### src/rtl/rs232_pkg.sv
// rs232_pkg: shared types and constants for the rs232 transmitter and receiver
package rs232_pkg;
  localparam int RS232_DATA_BITS = 8;
  localparam int PAR_NONE = 0;
  localparam int PAR_ODD = 1;
  localparam int PAR_EVEN = 2;
  typedef enum logic [2:0] {
    TX_IDLE,
    TX_START,
    TX_DATA,
    TX_PARITY,
    TX_STOP
  } tx_state_t;
endpackage

### src/rtl/rs232_baud_tick.sv
// rs232_baud_tick: loadable down-counter that flags the last cycle of a bit period
module rs232_baud_tick #(
  parameter int CLKS_PER_BIT = 434
) (
  input  logic clk_in,
  input  logic rst_in,
  input  logic restart,
  output logic tick
);
  localparam int W = $clog2(CLKS_PER_BIT);
  localparam logic [W-1:0] LOAD = W'(CLKS_PER_BIT - 1);
  logic [W-1:0] count_q, count_d;
  assign tick = count_q == '0;
  always_comb count_d = restart ? LOAD : tick ? count_q : count_q - 1'b1;
  always_ff @(posedge clk_in) begin
    if (rst_in) count_q <= '0;
    else count_q <= count_d;
  end
endmodule

### src/rtl/rs232_tx.sv
// rs232_tx: UART transmitter with a one-entry holding register for back-to-back frames
module rs232_tx
  import rs232_pkg::*;
#(
  parameter int CLKS_PER_BIT = 434,
  parameter int PARITY = 0,
  parameter int STOP_BITS = 1
) (
  input  logic                       clk_in,
  input  logic                       rst_in,
  input  logic [RS232_DATA_BITS-1:0] data_in,
  input  logic                       ctrl_wdata,
  output logic                       ctrl_wready,
  output logic                       txd_out,
  output logic                       tx_busy,
  output logic                       frame_done
);
  if (CLKS_PER_BIT < 2) begin : g_bad_clks
    $error("CLKS_PER_BIT must be at least 2");
  end
  if (STOP_BITS != 1 && STOP_BITS != 2) begin : g_bad_stop
    $error("STOP_BITS must be 1 or 2");
  end
  if (PARITY != PAR_NONE && PARITY != PAR_ODD && PARITY != PAR_EVEN) begin : g_bad_par
    $error("PARITY must be 0, 1 or 2");
  end
  tx_state_t state_q, state_d;
  logic [RS232_DATA_BITS-1:0] hold_q, hold_d, shift_q, shift_d;
  logic [2:0] bit_q, bit_d;
  logic full_q, full_d, stop_q, stop_d, par_q, par_d, txd_q, txd_d;
  logic tick, accept, done, xfer, advance;
  rs232_baud_tick #(.CLKS_PER_BIT(CLKS_PER_BIT)) u_baud (
    .clk_in (clk_in),
    .rst_in (rst_in),
    .restart(xfer || advance),
    .tick   (tick)
  );
  always_comb begin
    accept = ctrl_wdata && !full_q;
    done = state_q == TX_STOP && tick && stop_q == 1'(STOP_BITS - 1);
    xfer = full_q && (state_q == TX_IDLE || done);
    advance = tick && state_q != TX_IDLE;
    state_d = state_q;
    shift_d = shift_q;
    bit_d = bit_q;
    stop_d = stop_q;
    par_d = par_q;
    if (xfer) begin
      state_d = TX_START;
      shift_d = hold_q;
      par_d = PARITY == PAR_ODD ? ~^hold_q : ^hold_q;
    end else if (advance) begin
      case (state_q)
        TX_START: begin
          state_d = TX_DATA;
          bit_d = '0;
          stop_d = 1'b0;
        end
        TX_DATA: begin
          shift_d = shift_q >> 1;
          bit_d = bit_q + 3'd1;
          if (bit_q == 3'(RS232_DATA_BITS - 1)) state_d = PARITY != PAR_NONE ? TX_PARITY : TX_STOP;
        end
        TX_PARITY: state_d = TX_STOP;
        TX_STOP: begin
          state_d = done ? TX_IDLE : state_q;
          stop_d = 1'b1;
        end
        default: state_d = TX_IDLE;
      endcase
    end
    hold_d = accept ? data_in : hold_q;
    full_d = accept || (full_q && !xfer);
    // The line register follows the next state so each bit appears with its entry edge
    txd_d = state_d == TX_START ? 1'b0 :
            state_d == TX_DATA ? shift_d[0] :
            state_d == TX_PARITY ? par_d : 1'b1;
  end
  always_ff @(posedge clk_in) begin
    if (rst_in) begin
      state_q <= TX_IDLE;
      hold_q <= '0;
      shift_q <= '0;
      bit_q <= '0;
      full_q <= 1'b0;
      stop_q <= 1'b0;
      par_q <= 1'b0;
      txd_q <= 1'b1;
    end else begin
      state_q <= state_d;
      hold_q <= hold_d;
      shift_q <= shift_d;
      bit_q <= bit_d;
      full_q <= full_d;
      stop_q <= stop_d;
      par_q <= par_d;
      txd_q <= txd_d;
    end
  end
  assign ctrl_wready = !full_q;
  assign txd_out = txd_q;
  assign tx_busy = state_q != TX_IDLE;
  assign frame_done = done;
endmodule
### config.mk
export PLATFORM = sky130hd
export DESIGN_NAME = rs232_tx
export DESIGN_NICKNAME = d
export VERILOG_FILES = /design/src/rtl/rs232_pkg.sv /design/src/rtl/rs232_baud_tick.sv /design/src/rtl/rs232_tx.sv
export SDC_FILE = /design/constraint.sdc
export NUM_CORES = 1
export LEC_CHECK = 0
export ABC_AREA = 1
export CAP_MARGIN = 5
export CORE_MARGIN = 2
export CORE_UTILIZATION = 45
export CTS_CLUSTER_DIAMETER = 60
export DETAILED_ROUTE_END_ITERATION = 10
export SLEW_MARGIN = 20
export SYNTH_ARGS = -nofsm -noshare
export SYNTH_HDL_FRONTEND = slang
export SYNTH_SLANG_ARGS = --single-unit
export TNS_END_PERCENT = 100
### constraint.sdc
create_clock -name clk_in -period 2.2 [get_ports clk_in]
set_input_delay 0.44 -clock clk_in [delete_from_list [all_inputs] [get_ports clk_in]]
set_output_delay 0.44 -clock clk_in [all_outputs]
set_load 0.01 [all_outputs]
# --- Yosys cells after proc, flatten, opt, wreduce, memory -nomap -nowiden ---
# Index checks and enable logic that the tools add are counted.
word_totals:
  memories: 0
  register_bits: 35
  output_inout_bits: 4
  latch_bits: 0
  ram_bits: 0
  romBits: 0
  input_bits: 11
  elab_cells: 63
op_classes:
  n_lt_le_gt_ge: 0
  eq_ne: 9
  add_sub_neg: 2
  multipliers: 0
  bitwise_logic: 2
  muxes: 16
  n_reduce_logical: 23
  shifts: 0
  div: 0
ops:
  columns: ["cell", "count"]
  rows:
  - ["$mux W8", 3]
  - ["$mux W9", 2]
  - ["$eq A3 B2 Y1 const B", 4]
  - ["$mux W3", 4]
  - ["$pmux W3 S4", 1]
  - ["$logic_not A9 Y1", 1]
  - ["$sub A9 B1 Y9 const B", 1]
  - ["$reduce_bool A2 Y1", 4]
  - ["$reduce_xor A8 Y1", 1]
  - ["$eq A3 B1 Y1 const B", 2]
  - ["$eq A3 B3 Y1 const B", 2]
  - ["$logic_and A1 B1 Y1", 6]
  - ["$pmux W3 S2", 1]
  - ["$reduce_and A3 Y1", 2]
  - ["$mux W1", 4]
  - ["$add A3 B1 Y3 const B", 1]
  - ["$logic_not A3 Y1", 1]
  - ["$logic_or A1 B1 Y1", 3]
  - ["$reduce_bool A3 Y1", 1]
  - ["$logic_not A1 Y1", 2]
  - ["$ne A2 B1 Y1 const B", 1]
  - ["$not A1 Y1", 2]
  - ["$pmux W1 S2", 1]
  - ["$reduce_and A2 Y1", 1]
  - ["$reduce_or A2 Y1", 1]

# --- Logic depth before layout (Yosys ltp) ---
# Gate-level depths: netlist of the first run.
depth:
  depth_word: 11
  mapped_depth: 14
  mapped_depth_nobuf: 14

# --- Modules after synthesis ---
# A second synthesis of the first run with hierarchy kept.
hier_totals:
  hier_cells: 272
  area_unflattened_um2: 1860.5
by_module_without_submodules:
  columns: ["module", "area_per_inst_um2", "n_inst", "seq_area_each_um2", "cells_each"]
  rows:
  - ["rs232_tx", 1337.5, 1, 520.5, 191]
  - ["rs232_baud_tick", 523.0, 1, 180.2, 81]

# --- Worst setup path before layout of the first run ---
# Ideal clock, no wire load.
synth_timing:
  path_type: "reg2reg"
  start: "register u_baud.count_q[0]"
  end: "register txd_q (netlist: txd_out)"
  setup_ps: 115
  path_slack_ps: 621
  period_less_slack_ps: 1579
  n_path_buf: 1
  required_time_ps: 2085
  stages_incl_launch_ff: 15
  arrival_time_ps: 1464
  cell_sequence: "dfxtp_1 -> inv_1 -> ha_1 -> inv_1 -> nor2_1 -> nand2_2 -> nor2_8 -> nand2_8 -> nand2_8 -> nand2_4 -> buf_6 -> nand3_2 -> nand2_1 -> nand2_1 -> nand2_1"
synth_via:
  elab_chain_len: 11
  word_cells_on_any_way: 19
  classes_between: "eq/ne (3); mux (10); reduce/logical (6)"
synth_rtl:
  columns: ["element", "line", "source"]
  rows:
  - ["from (decl)", "rs232_baud_tick.sv:12", "logic [W-1:0] count_q, count_d;"]
  - ["from (signal assigned)", "rs232_baud_tick.sv:17", "else count_q <= count_d;"]
  - ["$logic_not A9 Y1 (*)", "rs232_baud_tick.sv:13", "assign tick = count_q == '0;"]
  - ["$logic_and A1 B1 Y1 (2 in a row)", "rs232_tx.sv:40", "done = state_q == TX_STOP && tick && stop_q == 1'(STOP_BITS - 1);"]
  - ["$mux W3", "rs232_tx.sv:66", "state_d = done ? TX_IDLE : state_q;"]
  - ["$pmux W3 S4", "rs232_tx.sv:53", "case (state_q)"]
  - ["$mux W3", "rs232_tx.sv:52", "end else if (advance) begin"]
  - ["$mux W3", "rs232_tx.sv:48", "if (xfer) begin"]
  - ["$eq A3 B2 Y1", "rs232_tx.sv:77", "state_d == TX_PARITY ? par_d : 1'b1;"]
  - ["$mux W1", "rs232_tx.sv:77", null]
  - ["$mux W1", "rs232_tx.sv:76", "state_d == TX_DATA ? shift_d[0] :"]
  - ["$mux W1 (*)", "rs232_tx.sv:75", "txd_d = state_d == TX_START ? 1'b0 :"]
  - ["to (signal assigned)", "rs232_tx.sv:97", "txd_q <= txd_d;"]
  - ["to (decl)", "rs232_tx.sv:30", "logic full_q, full_d, stop_q, stop_d, par_q, par_d, txd_q, txd_d;"]
# Mark *: on every way between the ends. The rest lies on a longest branch, timed or not. The select of a mux whose other input is x is not followed.
# A chain may end at the register's enable or synchronous reset.

# --- Worst setup path in the final report of the first run ---
layout_timing:
  start: "register state_q[2]"
  end: "output tx_busy"
layout_via:
  elab_chain_len: 1
layout_rtl:
  columns: ["element", "line", "source"]
  rows:
  - ["from (decl)", "rs232_tx.sv:27", "tx_state_t state_q, state_d;"]
  - ["from (signal assigned)", "rs232_tx.sv:90", "state_q <= state_d;"]
  - ["$reduce_bool A3 Y1", "rs232_tx.sv:102", "assign tx_busy = state_q != TX_IDLE;"]
  - ["to (decl)", "rs232_tx.sv:15", "output logic tx_busy,"]
# Every way passes these cells.

==> results of run 1 <==
==> worst max-delay path: cells and delay by family, from the launching register on <==
family                 cells  cell delay [ns]
buffers and inverters      3             0.79
flip-flops                 1             0.35
AND/OR/NAND/NOR            2             0.23
==> area by class of cell <==
cell class | count | area share, %
sequential | 35 | 31.5
clock inverter | 3 | 3.04
multi-input combinational | 186 | 45.1
tap | 50 | 2.81
inverter | 38 | 6.47
timing repair buffer | 19 | 7.93
clock buffer | 5 | 3.10
==> how the worst min path moves through the flow <==
| stage | end | cells past startpoint |
|---|---|---|
| detailed placement | bit_q[1]$_SDFFE_PP0P_ | 2 |
| floorplan | bit_q[1]$_SDFFE_PP0P_ | 2 |
| global placement | bit_q[1]$_SDFFE_PP0P_ | 2 |
| global route | bit_q[1]$_SDFFE_PP0P_ | 2 |
| finish | bit_q[1]$_SDFFE_PP0P_ | 2 |
| CTS | bit_q[1]$_SDFFE_PP0P_ | 2 |
==> kinds of logic after synthesis <==
logic type                 count (synthesis)
xor gates and xnor gates                   9
AOI/OAI and AO/OA                         37
adders and majority gates                  4
buffers and inverters                     43
DFF                                       35
and+or+nand+nor                          136
==> cells in the final DEF (no fill, tap or decap), drive strengths merged <==
cell type / count
nand2: 68
nand4: 1
buf: 5
o21ai: 5
a211oi: 2
clkdlybuf4s50: 13
nor2: 34
or2: 1
nand3b: 1
xnor2: 5
o211ai: 2
inv: 37
dlygate4sd2: 1
a31o: 1
dfxtp: 35
a21oi: 27
clkinvlp: 1
ha: 4
bufinv: 2
xor2: 4
clkinv: 1
nand3: 27
and2: 1
nor3: 3
clkbuf: 5
==> repair_timing <==
action | in CTS | in global routing
endpoints found under the hold margin | 0 | 0
hold buffers | 0 | 0
gates resized for setup | 1 | 0
endpoints found under the setup margin | 1 | 0
==> metal layers <==
layer	vias to the layer above	part of all wire [%]	GRT usage, %
met5	-	0	0
met4	0	0.61	5.25
met3	3	3.3	4.38
met2	24	44	30.8
met1	734	52	26.1
li1	873	-	-
==> power breakdown <==
part           switching, mW  internal (mW)  total (mW)
registers             0.0947          0.740       0.834
logic                  0.614          0.375       0.989
clock network          0.250          0.452       0.702
total                  0.959           1.57        2.53
==> stage by stage <==
step	hold WS [ns]	setup WS, ns
after CTS	0.474	0.0835
final	0.471	0.0931
after global placement	0.456	0.186
after floorplan	0.443	0.621
after detailed placement	0.463	0.156
after global routing	0.502	0.00718
==> synthesized netlist by cell type <==
master,instances,area [µm²]
sky130_fd_sc_hd__a211oi_1,2,15.0
sky130_fd_sc_hd__a21oi_1,26,130
sky130_fd_sc_hd__a21oi_2,1,8.76
sky130_fd_sc_hd__a31o_2,1,8.76
sky130_fd_sc_hd__and2_1,1,6.26
sky130_fd_sc_hd__buf_2,1,5.00
sky130_fd_sc_hd__buf_6,1,11.3
sky130_fd_sc_hd__clkbuf_1,3,11.3
sky130_fd_sc_hd__clkinv_2,1,5.00
sky130_fd_sc_hd__dfxtp_1,35,701
sky130_fd_sc_hd__ha_1,4,50.1
sky130_fd_sc_hd__inv_1,30,113
sky130_fd_sc_hd__inv_2,7,26.3
sky130_fd_sc_hd__nand2_1,61,229
sky130_fd_sc_hd__nand2_2,3,18.8
sky130_fd_sc_hd__nand2_4,2,22.5
sky130_fd_sc_hd__nand2_8,2,40.0
sky130_fd_sc_hd__nand3_1,25,125
sky130_fd_sc_hd__nand3_2,2,20.0
sky130_fd_sc_hd__nand3b_2,1,11.3
sky130_fd_sc_hd__nand4_1,1,6.26
sky130_fd_sc_hd__nor2_1,25,93.8
sky130_fd_sc_hd__nor2_2,7,43.8
sky130_fd_sc_hd__nor2_4,1,11.3
sky130_fd_sc_hd__nor2_8,1,20.0
sky130_fd_sc_hd__nor3_1,3,15.0
sky130_fd_sc_hd__o211ai_1,2,15.0
sky130_fd_sc_hd__o21ai_0,5,25.0
sky130_fd_sc_hd__or2_4,1,8.76
sky130_fd_sc_hd__xnor2_1,5,43.8
sky130_fd_sc_hd__xor2_1,4,35.0
==> registers in the layout, indices dropped and copies added (netlist names) <==
name            cells
bit_q               3
full_q              1
hold_q              8
par_q               1
shift_q             8
state_q             3
stop_q              1
txd_out             1
u_baud.count_q      9
==> results.txt, run 1 <==
----------------------------------------------------
[Status]
  Result of the run ... finished clean

[Yosys]
  Cell variety after synth ... 31
  Synth Area in XOR/XNOR ... 4.20%
  Count of mapped cells out of synthesis ... 264
  Yosys warning total ... 0
  Share of the synthesized area in compound gates (AO/OA/AOI/OAI) ... 10.8%
  Count of state elements after synthesis ... 35
  Netlist area before placement ... 0.00188 mm²
  Simple-gate share of the synthesized area ... 35.8%
  Avg Inst Size Synth ... 7.10 µm²
  Mux contribution to synthesized area ... 0%
  Portion of the post-synthesis area used by sequential elements ... 37.4%
  Post-synthesis net count ... 279
  Main combinational cell family by area after synthesis ... simple AND/OR/NAND/NOR gates
  Post-Synth Adder-Cell Area ... 2.67%

[Detailed routing]
  Number of vias per cell ... 4.86
  Routed wire per std cell ... 11.7 µm
  Drc violations ... 0
  Detailed router's first-iteration violation count ... 112
  Routed wire length ... 3940 µm
  Via count ... 1,634
  Final antenna-violating net count ... 0
  Router iterations before antenna repair ... 4

[Worst setup path]
  Worst stage delay on the critical path ... 0.51 ns
  Arr. time, crit path ... 1.67 ns
  Worst Setup Start Kind ... flop
  FF-to-FF Start ... u_baud.count_q[0]$_SDFFE_PP0P_
  Critical path's slowest cell ... sky130_fd_sc_hd__clkdlybuf4s50_1
  Cell count of the worst reg-to-reg path ... 10
  Timing endpoint of the critical path ... tx_busy
  Data required time of the worst path ... 1.76 ns
  Maximum fanout count along the critical path ... 5
  Ordered cell list for the critical path ... inv_1 -> nand2_1 -> nor2_2 -> clkinv_2 -> clkdlybuf4s50_1
  Category of the critical setup timing path ... reg2out
  End of the worst register-to-register path ... u_baud.count_q[6]$_SDFFE_PP0P_
  Critical Path Source ... state_q[2]$_SDFF_PP0_
  Worst reg2reg setup slack ... 0.43 ns
  Kind of capture point of the worst setup path ... output port

[STA]
  Share of the clock period used by the worst path after layout ... 95.8%
  Final clock skew ... 0.00271 ns
  Maximum clock frequency ... 475 MHz
  Final setup violation count ... 0
  Tightest slew margin relative to the limit ... 80.2%
  Number of pins exceeding their max-slew limit in the final report ... 0
  Worst slew pin tran ... 0.294 ns
  Final critical path time including I/O delays and setup ... 2.11 ns
  Total count of hold-check failures in the final report ... 0
  Unrepaired setup endpoints after global routing ... no
  Final-layout setup total negative slack ... 0 ns

[Floorplan]
  Die Y-Extent ... 68.6 µm
  Number of primary I/O pins ... 15
  Full die area ... 0.00470 mm²
  Floorplan row count ... 23
  Core Box Area ... 0.00400 mm²
  Die Width ... 68.6 µm
  Starting utilization of the core area ... 46.9%

[Placement]
  Post-place instance area ... 0.00209 mm²
  Detailed placement HPWL ... 3000 µm
  IO Port Bufs ... 14
  Weighted congestion reported at the end of routability-driven placement ... 0.773
  Total placed cells including tap cells ... 328

[Cells and area]
  Final layout net count ... 300
  Area occupied by multi-input gates ... 0.00100 mm²
  Antenna diode count ... 0
  Post-route cell area ... 0.00222 mm²
  Area growth from synthesis to layout ... 18.5%
  Layout cells sized above 1 ... 15.0%
  Register area ... 701 µm²
  Non-filler cells in the finished layout ... 336
  Fill cells ... 405
  Final Util ... 55.6%

[CTS]
  Clock-pin slew on the worst setup and hold paths ... 0.08 ns
  Max clock buf depth ... 2
  Total number of H-tree levels ... 2
  Count of buffers added by post-CTS timing repair for setup ... 0
  Clock sink count ... 35
  TritonCTS clock tree ... yes
  Skew-Pair Late Insertion Delay ... 0.29 ns
  Library cell used as clock root buffer ... sky130_fd_sc_hd__clkbuf_8
  Clock buffers created by TritonCTS ... 5

[GRT]
  Vias in the first global route ... 1,473
  Grt total ovfl ... 0
  Antenna violations before repair ... 0
  First-pass GRT wire length ... 6680 µm
  GRT Total Usage ... 19.3%
  Maximum number of pins on one net before global-route repair ... 25

[Worst hold path]
  HP Class ... reg2reg
  Worst hold path startpoint ... bit_q[1]$_SDFFE_PP0P_

[Pwr]
  Leakage dissipation ... 0.967 nW
  Worst supply voltage drop on vdd ... 0.000525 V
  Power consumption ... 2.53 mW
  Power Dens Cells ... 1140 mW/mm²

[Flow run]
  Max Cap Violations ... 0

----------------------------------------------------
Note: power is estimated with default switching activity, not from simulation.
==> run 2, diff against run 1 <==
==> constraint.sdc (replaced) <==
create_clock -name clk_in -period 2.2 [get_ports clk_in]
set_input_delay 0.33 -clock clk_in [delete_from_list [all_inputs] [get_ports clk_in]]
set_output_delay 0.33 -clock clk_in [all_outputs]
set_load 0.01 [all_outputs]
==> run 2 against run 1 <==
Against the previous run:
- cell count unchanged
- setup slack improved by 0.11 ns
- clock power decreased by 27%
- die area unchanged
- critical path type unchanged
- highest routed layer unchanged
==> results.txt, run 2 (synthesis results as in run 1) <==
----------------------------------------------------
[CTS]
  TritonCTS clock tree ... yes
  Count of buffers added by post-CTS timing repair for setup ... 0
  Skew-Pair Late Insertion Delay ... 0.29 ns
  Total number of H-tree levels ... 2
  Clock buffers created by TritonCTS ... 5
  Resized cells post-CTS ... 2
  Max clock buf depth ... 2
  Clock sink count ... 35
  Quantity of hold-fixing buffers added after cts ... 0
  Library cell used as clock root buffer ... sky130_fd_sc_hd__clkbuf_8
  Clock-pin slew on the worst setup and hold paths ... 0.07 ns

[STA]
  Final-layout setup total negative slack ... 0 ns
  Tightest slew margin relative to the limit ... 62.1%
  Share of the clock period used by the worst path after layout ... 90.9%
  Final critical path time including I/O delays and setup ... 2.00 ns
  Final setup violation count ... 0
  Maximum clock frequency ... 500 MHz
  Worst slew pin tran ... 0.566 ns
  Number of pins exceeding their max-slew limit in the final report ... 0
  Total count of hold-check failures in the final report ... 0
  Final clock skew ... 0.00240 ns
  Unrepaired setup endpoints after global routing ... no

[Detailed routing]
  Router iterations before antenna repair ... 4
  Number of vias per cell ... 4.79
  Routed wire per std cell ... 11.5 µm
  Detailed router's first-iteration violation count ... 67
  Routed wire length ... 3880 µm
  Final antenna-violating net count ... 0
  Via count ... 1,610
  Drc violations ... 0

[GRT]
  Antenna violations before repair ... 0
  GRT Total Usage ... 19.6%
  Maximum number of pins on one net before global-route repair ... 14
  Vias in the first global route ... 1,423
  First-pass GRT wire length ... 6720 µm
  Grt total ovfl ... 0

[Cells and area]
  Largest register FFs ... 9
  Antenna diode count ... 0
  Layout cells sized above 1 ... 15.0%
  Commonest cells after routing, fill and taps aside ... 61 x sky130_fd_sc_hd__nand2_1, 35 x sky130_fd_sc_hd__dfxtp_1, 29 x sky130_fd_sc_hd__inv_1
  Final Util ... 54.7%
  Area growth from synthesis to layout ... 16.6%
  Most common cell after layout, fill and taps aside ... sky130_fd_sc_hd__nand2_1
  Final layout net count ... 300
  Largest registers in the final layout ... u_baud.count_q: 9 flops, hold_q: 8 flops, shift_q: 8 flops
  Register with the highest flop count ... u_baud.count_q
  Fill cells ... 406

[Floorplan]
  Die Y-Extent ... 68.6 µm
  Full die area ... 0.00470 mm²
  Number of primary I/O pins ... 15
  Core Box Area ... 0.00400 mm²
  Die Width ... 68.6 µm
  Floorplan row count ... 23
  Starting utilization of the core area ... 46.9%

[Placement]
  Detailed placement HPWL ... 2920 µm
  IO Port Bufs ... 14
  Weighted congestion reported at the end of routability-driven placement ... 0.850

[Pwr]
  Worst supply voltage drop on vdd ... 0.000815 V
  Power Dens Cells ... 1070 mW/mm²
  Leakage dissipation ... 0.954 nW

[Worst setup path]
  Category of the critical setup timing path ... reg2out
  Kind of capture point of the worst setup path ... output port
  FF-to-FF Start ... u_baud.count_q[1]$_SDFFE_PP0P_
  Worst Setup Start Kind ... flop
  Ordered cell list for the critical path ... inv_1 -> nand2_1 -> nor2_2 -> clkinv_2 -> clkdlybuf4s50_1
  Data required time of the worst path ... 1.87 ns
  Arr. time, crit path ... 1.67 ns
  Maximum fanout count along the critical path ... 5
  Critical path's slowest cell ... sky130_fd_sc_hd__clkdlybuf4s50_1
  Worst stage delay on the critical path ... 0.51 ns
  Critical Path Source ... state_q[2]$_SDFF_PP0_

[Worst hold path]
  Worst hold path startpoint ... bit_q[1]$_SDFFE_PP0P_
  HP Class ... reg2reg

[Flow run]
  Max Cap Violations ... 0

[Status]
  Result of the run ... finished clean

----------------------------------------------------
run 2: area by class of cell:
cell class	count	area [µm²]	share of cell area (%)
tap	50	62.6	2.86
multi-input combinational	186	1000	45.9
timing repair buffer	19	176	8.07
clock buffer	8	100	4.58
inverter	38	144	6.58
sequential	35	701	32.0
run 2: worst paths after layout:
kind                                    endpoint  slack (ns)  cells after the start
setup / recovery                         tx_busy        0.20                      5
hold / removal             bit_q[1]$_SDFFE_PP0P_        0.47                      2
setup reg to reg  u_baud.count_q[6]$_SDFFE_PP0P_        0.46                     10
hold reg to reg            bit_q[1]$_SDFFE_PP0P_        0.47                      2
run 2: routing by layer:
metal  wire [µm]  part of all wire, %  global-route usage, %
met1        2020                   52                   27.4
met2        1640                   42                   28.2
met3         150                  3.9                   5.36
met4          67                  1.7                   8.25
met5           0                    0                      0
run 2: worst max-delay path, delay by kind of cell (launching register included):
family                 cells  cell delay, ns
buffers and inverters      3            0.79
DFF                        1            0.35
and+or+nand+nor            2            0.24
run 2: power by group:
group / switching (mW) / internal (mW) / leakage [nW]
combinational: 0.619 / 0.377 / 0.616
sequential: 0.0964 / 0.740 / 0.287
clock: 0.226 / 0.286 / 0.0515
total: 0.942 / 1.40 / 0.954
run 2: through the flow:
| step | instance area [µm²] | setup slack [ns] | cells | hold WS (ns) | power (mW) |
|---|---|---|---|---|---|
| 4_1_cts | 2190 | 0.188 | 336 | 0.474 | 2.36 |
| 3_3_place_gp | 2090 | 0.299 | 328 | 0.458 | 1.84 |
| 5_1_grt | 2190 | 0.0996 | 336 | 0.491 | 2.53 |
| 2_1_floorplan | 1880 | 0.621 | 264 | 0.408 | 1.62 |
| 3_5_place_dp | 2090 | 0.262 | 328 | 0.464 | 1.84 |
| 6_report | 2190 | 0.200 | 336 | 0.471 | 2.34 |
